**src/rtl/aes_core_arb.sv**
```systemverilog
// Round-robin arbiter sharing one AES-128 encrypt core between the Block_Cipher_df
// engine (requester 0) and the CTR_DRBG update/generate path (requester 1).
module aes_core_arb #(
    parameter  int TIMEOUT = 64,
    localparam int TO_W    = $clog2(TIMEOUT + 1)
) (
    input  logic         clk,
    input  logic         rst,
    input  logic         req0_valid_i,
    output logic         req0_ready_o,
    input  logic [127:0] req0_key_i,
    input  logic [127:0] req0_block_i,
    output logic         rsp0_valid_o,
    input  logic         req1_valid_i,
    output logic         req1_ready_o,
    input  logic [127:0] req1_key_i,
    input  logic [127:0] req1_block_i,
    output logic         rsp1_valid_o,
    output logic [127:0] rsp_data_o,
    output logic         rsp_err_o,
    output logic         aes_start_o,
    output logic [127:0] aes_key_o,
    output logic [127:0] aes_block_o,
    input  logic         aes_done_i,
    input  logic [127:0] aes_result_i,
    output logic         busy_o,
    output logic         err_sticky_o
);

    typedef enum logic [1:0] {
        ST_IDLE  = 2'd0,
        ST_ISSUE = 2'd1,
        ST_WAIT  = 2'd2,
        ST_RESP  = 2'd3
    } state_t;

    state_t          state_r;
    logic            last_gnt_r;
    logic            owner_r;
    logic [127:0]    key_r;
    logic [127:0]    block_r;
    logic [127:0]    data_r;
    logic            err_r;
    logic            err_sticky_r;
    logic [TO_W-1:0] cnt_r;
    logic            start_r;
    logic            busy_r;
    logic            rsp0_r;
    logic            rsp1_r;

    logic            gnt_valid_s;
    logic            gnt_id_s;

    // Grant decision: only in IDLE and never while reset is held, so ready stays 0 in reset.
    always_comb begin
        gnt_valid_s = 1'b0;
        gnt_id_s    = 1'b0;
        if ((state_r == ST_IDLE) && !rst) begin
            if (req0_valid_i && req1_valid_i) begin
                gnt_valid_s = 1'b1;
                gnt_id_s    = ~last_gnt_r;
            end else if (req0_valid_i) begin
                gnt_valid_s = 1'b1;
                gnt_id_s    = 1'b0;
            end else if (req1_valid_i) begin
                gnt_valid_s = 1'b1;
                gnt_id_s    = 1'b1;
            end else begin
                gnt_valid_s = 1'b0;
                gnt_id_s    = 1'b0;
            end
        end else begin
            gnt_valid_s = 1'b0;
            gnt_id_s    = 1'b0;
        end
    end

    assign req0_ready_o = gnt_valid_s & ~gnt_id_s;
    assign req1_ready_o = gnt_valid_s & gnt_id_s;

    // Operation sequencer; every core-facing and response output is a register set on the transition.
    always_ff @(posedge clk or posedge rst) begin
        if (rst) begin
            state_r      <= ST_IDLE;
            last_gnt_r   <= 1'b1;
            owner_r      <= 1'b0;
            key_r        <= 128'd0;
            block_r      <= 128'd0;
            data_r       <= 128'd0;
            err_r        <= 1'b0;
            err_sticky_r <= 1'b0;
            cnt_r        <= {TO_W{1'b0}};
            start_r      <= 1'b0;
            busy_r       <= 1'b0;
            rsp0_r       <= 1'b0;
            rsp1_r       <= 1'b0;
        end else begin
            start_r <= 1'b0;
            rsp0_r  <= 1'b0;
            rsp1_r  <= 1'b0;
            case (state_r)
                ST_IDLE: begin
                    if (gnt_valid_s) begin
                        key_r      <= gnt_id_s ? req1_key_i : req0_key_i;
                        block_r    <= gnt_id_s ? req1_block_i : req0_block_i;
                        owner_r    <= gnt_id_s;
                        last_gnt_r <= gnt_id_s;
                        start_r    <= 1'b1;
                        busy_r     <= 1'b1;
                        state_r    <= ST_ISSUE;
                    end
                end
                ST_ISSUE: begin
                    cnt_r   <= {TO_W{1'b0}};
                    state_r <= ST_WAIT;
                end
                ST_WAIT: begin
                    // A done in the final watchdog cycle still counts as a good result.
                    if (aes_done_i) begin
                        data_r  <= aes_result_i;
                        err_r   <= 1'b0;
                        rsp0_r  <= ~owner_r;
                        rsp1_r  <= owner_r;
                        state_r <= ST_RESP;
                    end else if (cnt_r == TO_W'(TIMEOUT - 1)) begin
                        data_r       <= 128'd0;
                        err_r        <= 1'b1;
                        err_sticky_r <= 1'b1;
                        rsp0_r       <= ~owner_r;
                        rsp1_r       <= owner_r;
                        state_r      <= ST_RESP;
                    end else begin
                        cnt_r <= cnt_r + TO_W'(1);
                    end
                end
                ST_RESP: begin
                    busy_r  <= 1'b0;
                    state_r <= ST_IDLE;
                end
                default: begin
                    busy_r  <= 1'b0;
                    state_r <= ST_IDLE;
                end
            endcase
        end
    end

    assign rsp0_valid_o = rsp0_r;
    assign rsp1_valid_o = rsp1_r;
    assign rsp_data_o   = data_r;
    assign rsp_err_o    = err_r;
    assign aes_start_o  = start_r;
    assign aes_key_o    = key_r;
    assign aes_block_o  = block_r;
    assign busy_o       = busy_r;
    assign err_sticky_o = err_sticky_r;

endmodule

```
**config.mk**
```make
export PLATFORM = sky130hd
export DESIGN_NAME = aes_core_arb
export DESIGN_NICKNAME = d
export VERILOG_FILES = /design/src/rtl/aes_core_arb.sv
export SDC_FILE = /design/constraint.sdc
export NUM_CORES = 1
export LEC_CHECK = 0
export BUFFER_PORTS_ARGS = -buffer_cell sky130_fd_sc_hd__buf_4
export CAP_MARGIN = 10
export CORE_AREA = 2 2 409 411
export DETAILED_ROUTE_END_ITERATION = 8
export DIE_AREA = 0 0 411 413
export GPL_ROUTABILITY_DRIVEN = 1
export GPL_TIMING_DRIVEN = 0
export PLACE_DENSITY = 0.3
export SLEW_MARGIN = 20
export SYNTH_ARGS = -nofsm -noshare
export SYNTH_HDL_FRONTEND = slang
export SYNTH_SLANG_ARGS = --single-unit
```
**constraint.sdc**
```tcl
create_clock -name clk -period 14.9 [get_ports clk]
set_input_delay 1.49 -clock clk [delete_from_list [all_inputs] [get_ports clk]]
set_output_delay 1.49 -clock clk [all_outputs]
set_load 0.05 [all_outputs]
```
**Word-level counts from Yosys, hierarchy flattened**

Cells that the tools add are included.

- Bits in registers: 401
- Logic and storage cells: 71
- Output and inout port bits: 392

- Muxes and demuxes: 30
- Eq/ne operators: 8
- Add/sub/neg operators: 1
- Reduce and logical (&&, ||, !) cells: 13
- Bitwise operators: 6

Operator list:

| kind | count |
|---|---|
| 128-bit 2-to-1 mux | 4 |
| 1-bit 2-to-1 mux | 18 |
| 7-bit 2-to-1 mux | 2 |
| 7-bit case mux with 2 select lines | 1 |
| 2-bit case mux with 4 select lines | 1 |
| 2-bit AND reduction | 4 |
| 7-bit by 1-bit adder with 7-bit output (second input constant) | 1 |
| 7-bit by 6-bit == test with 1-bit output (second input constant) | 1 |
| 2-bit 2-to-1 mux | 3 |
| 2-bit != test (second input constant) | 3 |
| 3-bit AND reduction | 2 |
| 2-bit nonzero test | 3 |
| 2-bit == test (second input constant) | 2 |
| 1-bit NOT | 4 |
| 3-bit != test (second input constant) | 1 |
| 1-bit bitwise AND | 2 |
| 2-bit by 1-bit == test with 1-bit output (second input constant) | 1 |
| 1-bit logical AND | 2 |
| 2-bit logical NOT | 1 |
| 1-bit case mux with 2 select lines | 1 |
| 1-bit logical NOT | 1 |

**Logic depth before layout (Yosys ltp)**

- Depth after elaboration: 6
- Depth in mapped cells: 9

**Worst setup path after synthesis**

OpenSTA, ideal clock, no wires.

- Path type: input-to-output
- From: in rst
- To: out req0_ready_o
- Buffers on the path: 2
- Required time: 13.410 ns
- Path slack: 10.883 ns
- Stages: 4
- Arrival: 2.527 ns
- Cells stage by stage: nor2b_2 -> and3_1 -> buf_2 -> buf_1

- Longest elaborated chain between the ends: 5
- Elaborated cells between the ends (all ways): 6
- Those cells by class: mux (2); bitwise (2); reduce/logical (2)

RTL lines:

| item | line | source |
|---|---|---|
| start: declaration | 8 | `input logic rst,` |
| 1-bit logical NOT (no line) (*) | - |  |
| 1-bit logical AND (*) | 58 | `if ((state_r == ST_IDLE) && !rst) begin` |
| 1-bit 2-to-1 mux | 58 |  |
| 1-bit NOT | 78 | `assign req0_ready_o = gnt_valid_s & ~gnt_id_s;` |
| 1-bit bitwise AND (*) | 78 |  |
| end: declaration | 10 | `output logic req0_ready_o,` |

Every way passes the cells marked *; elsewhere a longest branch is shown, timed or not.

**Final worst setup path**

- From: in rst
- To: out req1_ready_o

- Longest elaborated chain between the ends: 4
- Elaborated cells between the ends (all ways): 5
- Those cells by class: mux (2); bitwise (1); reduce/logical (2)

RTL lines:

| item | line | source |
|---|---|---|
| 1-bit logical NOT (no line) (*) | - |  |
| 1-bit logical AND (*) | 58 |  |
| 1-bit 2-to-1 mux | 58 |  |
| 1-bit bitwise AND (*) | 79 | `assign req1_ready_o = gnt_valid_s & gnt_id_s;` |
| end: declaration | 15 | `output logic req1_ready_o,` |

Marks and branches as above.

==> out/results.txt <==
Status: complete, no violations
Setup Viol. Count Final: 0
Reg clk slew, reported paths: 0.05 ns
Antenna violations before repair: 26
Critical path class: in -> out
CTS root buf: clkbuf_16
Final slew viol count: 0
Routed wire length: 114,700 microns
Hold crit path type: reg -> reg
Gpl congestion: 0.8447
Setup TNS: 0 ns
GR peak layer: met2
Routed via count: 16,056
Post-cts sizing count: 0
Yosys top cell area share: 0.6213
CP Launch Type: input port
Vias in the first global route: 16,625
Critical Path End Type: output pin
DRT antenna net count: 0
Die H: 413 microns
Final hold viol count: 0
CTS HTree Levels: 2
Max Fclk: 201.2 MHz
DRT Pass-1 Iters: 9
Row cnt: 150
Synth Net Count: 1,941
Top post-synthesis cells by area: dfrtp_1 (62%), a222oi_1 (12%), a22o_1 (7.0%), inv_1 (4.8%), mux2i_1 (3.7%)
CTS sink count: 401
Share of cells above drive strength 1: 0.5057
First-pass GRT wire length: 150,600 microns
CTS tree: yes
FF+latch count, synth: 401
Nets@finish: 3,042
Period utilization: 0.3336
Worst slew pin tran: 0.9201 ns
Die W: 411 microns
Worst-case clock buffer depth: 3
Post-synth ARST share: 1.000
Critical Path Fanout Max: 10
Clock buffer count from CTS: 57
Grt met2 use: 0.2286
Largest net degree at the start of global routing: 85
VDD IR max: 0.1142 mV
Met3 Usage GRT: 0.02771
Remaining DRCs: 0
RSZ-0062 raised after global routing: false
Initial cell density of the core: 0.09710
Headroom to the max-slew limit: 0.3691
Most common cell in the netlist: dfrtp_1
Congestion Overflow GR: 0
Hold buffers post-CTS: 0
Max-Cap Viols: 0
Core footprint: 165,900 sq um
Unique cell type count in the Yosys netlist: 43
DRT iter0 DRCs: 1,737
Primary FF master, synth: dfrtp_1
Synthesized area per cell: 12.49 sq um
PwrDens: 250.1 nW/um^2
Area leader, netlist: dfrtp_1
Clk Latency, worst-skew pair: 0.65 ns
Power consumption: 7.200 mW
Wire per inst: 24.71 microns
Synthesized instance count: 1,290
Critical path arrival: 3.48 ns
Die area: 169,700 sq um
CP Data Required Time: 13.41 ns
I/O Pins: 1,037
Most instantiated cells after synthesis: dfrtp_1 (400), inv_1 (204), a222oi_1 (196), a22o_1 (128)
Yosys warns: 0
Port buffer count: 1,036
Layout area overhead: 78.70%
Leakage: 14.61 nW
EDFF count, synth: 0
Min cycle time layout: 4.970 ns
Hpwl dp: 93,960 microns
Final Skew: 0.02682 ns
Via density: 3.459
Seq/Total Area, Yosys: 0.6229
Post-CTS Setup Inserts: 0
Met1 Use GR: 0.1577
GR Util All Layers: 0.1283
Synthesized area: 16,110 sq um
## per-stage QoR
stage          hold slack [ns]  setup slack (ns)  utilization  instances  cell area, sq um
2_1_floorplan           0.4235             2.259            -       1290             16110
3_3_place_gp            0.4644            -5.909       0.1606       4530             26650
3_5_place_dp            0.4650             9.607       0.1617       4536             26820
4_1_cts                 0.4711             9.605       0.1735       4640             28790
5_1_grt                 0.4937             9.700       0.1735       4642             28790
6_report                0.4744             9.930       0.1735       4642             28790
## routing by layer
metal	share of wire	wire length, microns
met2	0.51	58470
met4	0.018	2108
met3	0.062	7149
met1	0.41	46910
met5	0.00042	48
## where the power goes
part | switching, mW | internal (mW)
Sequential | 0.327 | 1.58
Clock | 0.583 | 0.883
Combinational | 2.64 | 1.19
## cells in the final DEF, fill, tap and decap left out, drive strengths merged, types with 3 or more instances in the layout
cell / netlist / routed
a21o: 4 / 4
nor2b: 3 / 3
buf: 91 / 1133
mux2i: 60 / 60
a222oi: 196 / 196
inv: 204 / 205
clkinv: 0 / 13
dfrtp: 400 / 400
o21ai: 64 / 64
clkbuf: 25 / 110
ha: 6 / 6
bufinv: 0 / 5
nor2: 11 / 11
a22o: 128 / 128
nand2: 66 / 66
nand3: 3 / 3
a21oi: 4 / 4
## flip-flops by register name, indices dropped and copies added, names as in the netlist
signal	flops
aes_start_o	1
aes_key_o	128
last_gnt_r	1
busy_o	1
rsp_data_o	128
aes_block_o	128
state_r	2
owner_r	1
rsp0_valid_o	1
rsp1_valid_o	1
cnt_r	7
err_sticky_o	1
rsp_err_o	1
## cells by family (layout without fill, tap and decap cells)
family,Yosys count,after routing,share of synthesized area
buffers and inverters,320,1466,0.08854
AOI/OAI and AO/OA,406,406,0.2199
other,0,2,0
DFF,401,401,0.6229
and+or+nand+nor,94,94,0.02493
muxes,61,61,0.03798
xor gates and xnor gates,2,2,0.001087
adders and majority gates,6,6,0.004660
## final timing paths
check                               startpoint              end  slack, ns  cells past startpoint
worst min register to register  aes_key_o[123]   aes_key_o[123]       0.47                      2
worst max-delay path                       rst     req1_ready_o       9.93                      7
min in group asynchronous                  rst  rsp_data_o[113]       0.85                      2
max in group asynchronous                  rst   aes_key_o[115]      12.37                      5
worst max register to register      state_r[0]   aes_key_o[122]      12.00                      8
worst min-delay path            aes_key_o[123]   aes_key_o[123]       0.47                      2
## critical path, cell delays in order
cell	delay (ns)
buf_4	0.15
nor2b_2	0.23
and3_1	0.25
buf_6	0.20
buf_6	0.21
buf_2	0.58
buf_4	0.32
## final cells by class
| class | instances | area, sq um |
|---|---|---|
| Timing Repair Buffer | 1042 | 7943 |
| Fill cell | 18640 | 137100 |
| Sequential cell | 401 | 10040 |
| Buffer | 116 | 661.9 |
| Clock buffer | 85 | 1734 |
| Multi-Input combinational cell | 569 | 4648 |
| Tap cell | 2204 | 2758 |
| Inverter | 204 | 773.2 |
| Antenna cell | 2 | 5.005 |
| Clock inverter | 19 | 231.5 |
Note: power is estimated with default switching activity, not from simulation.
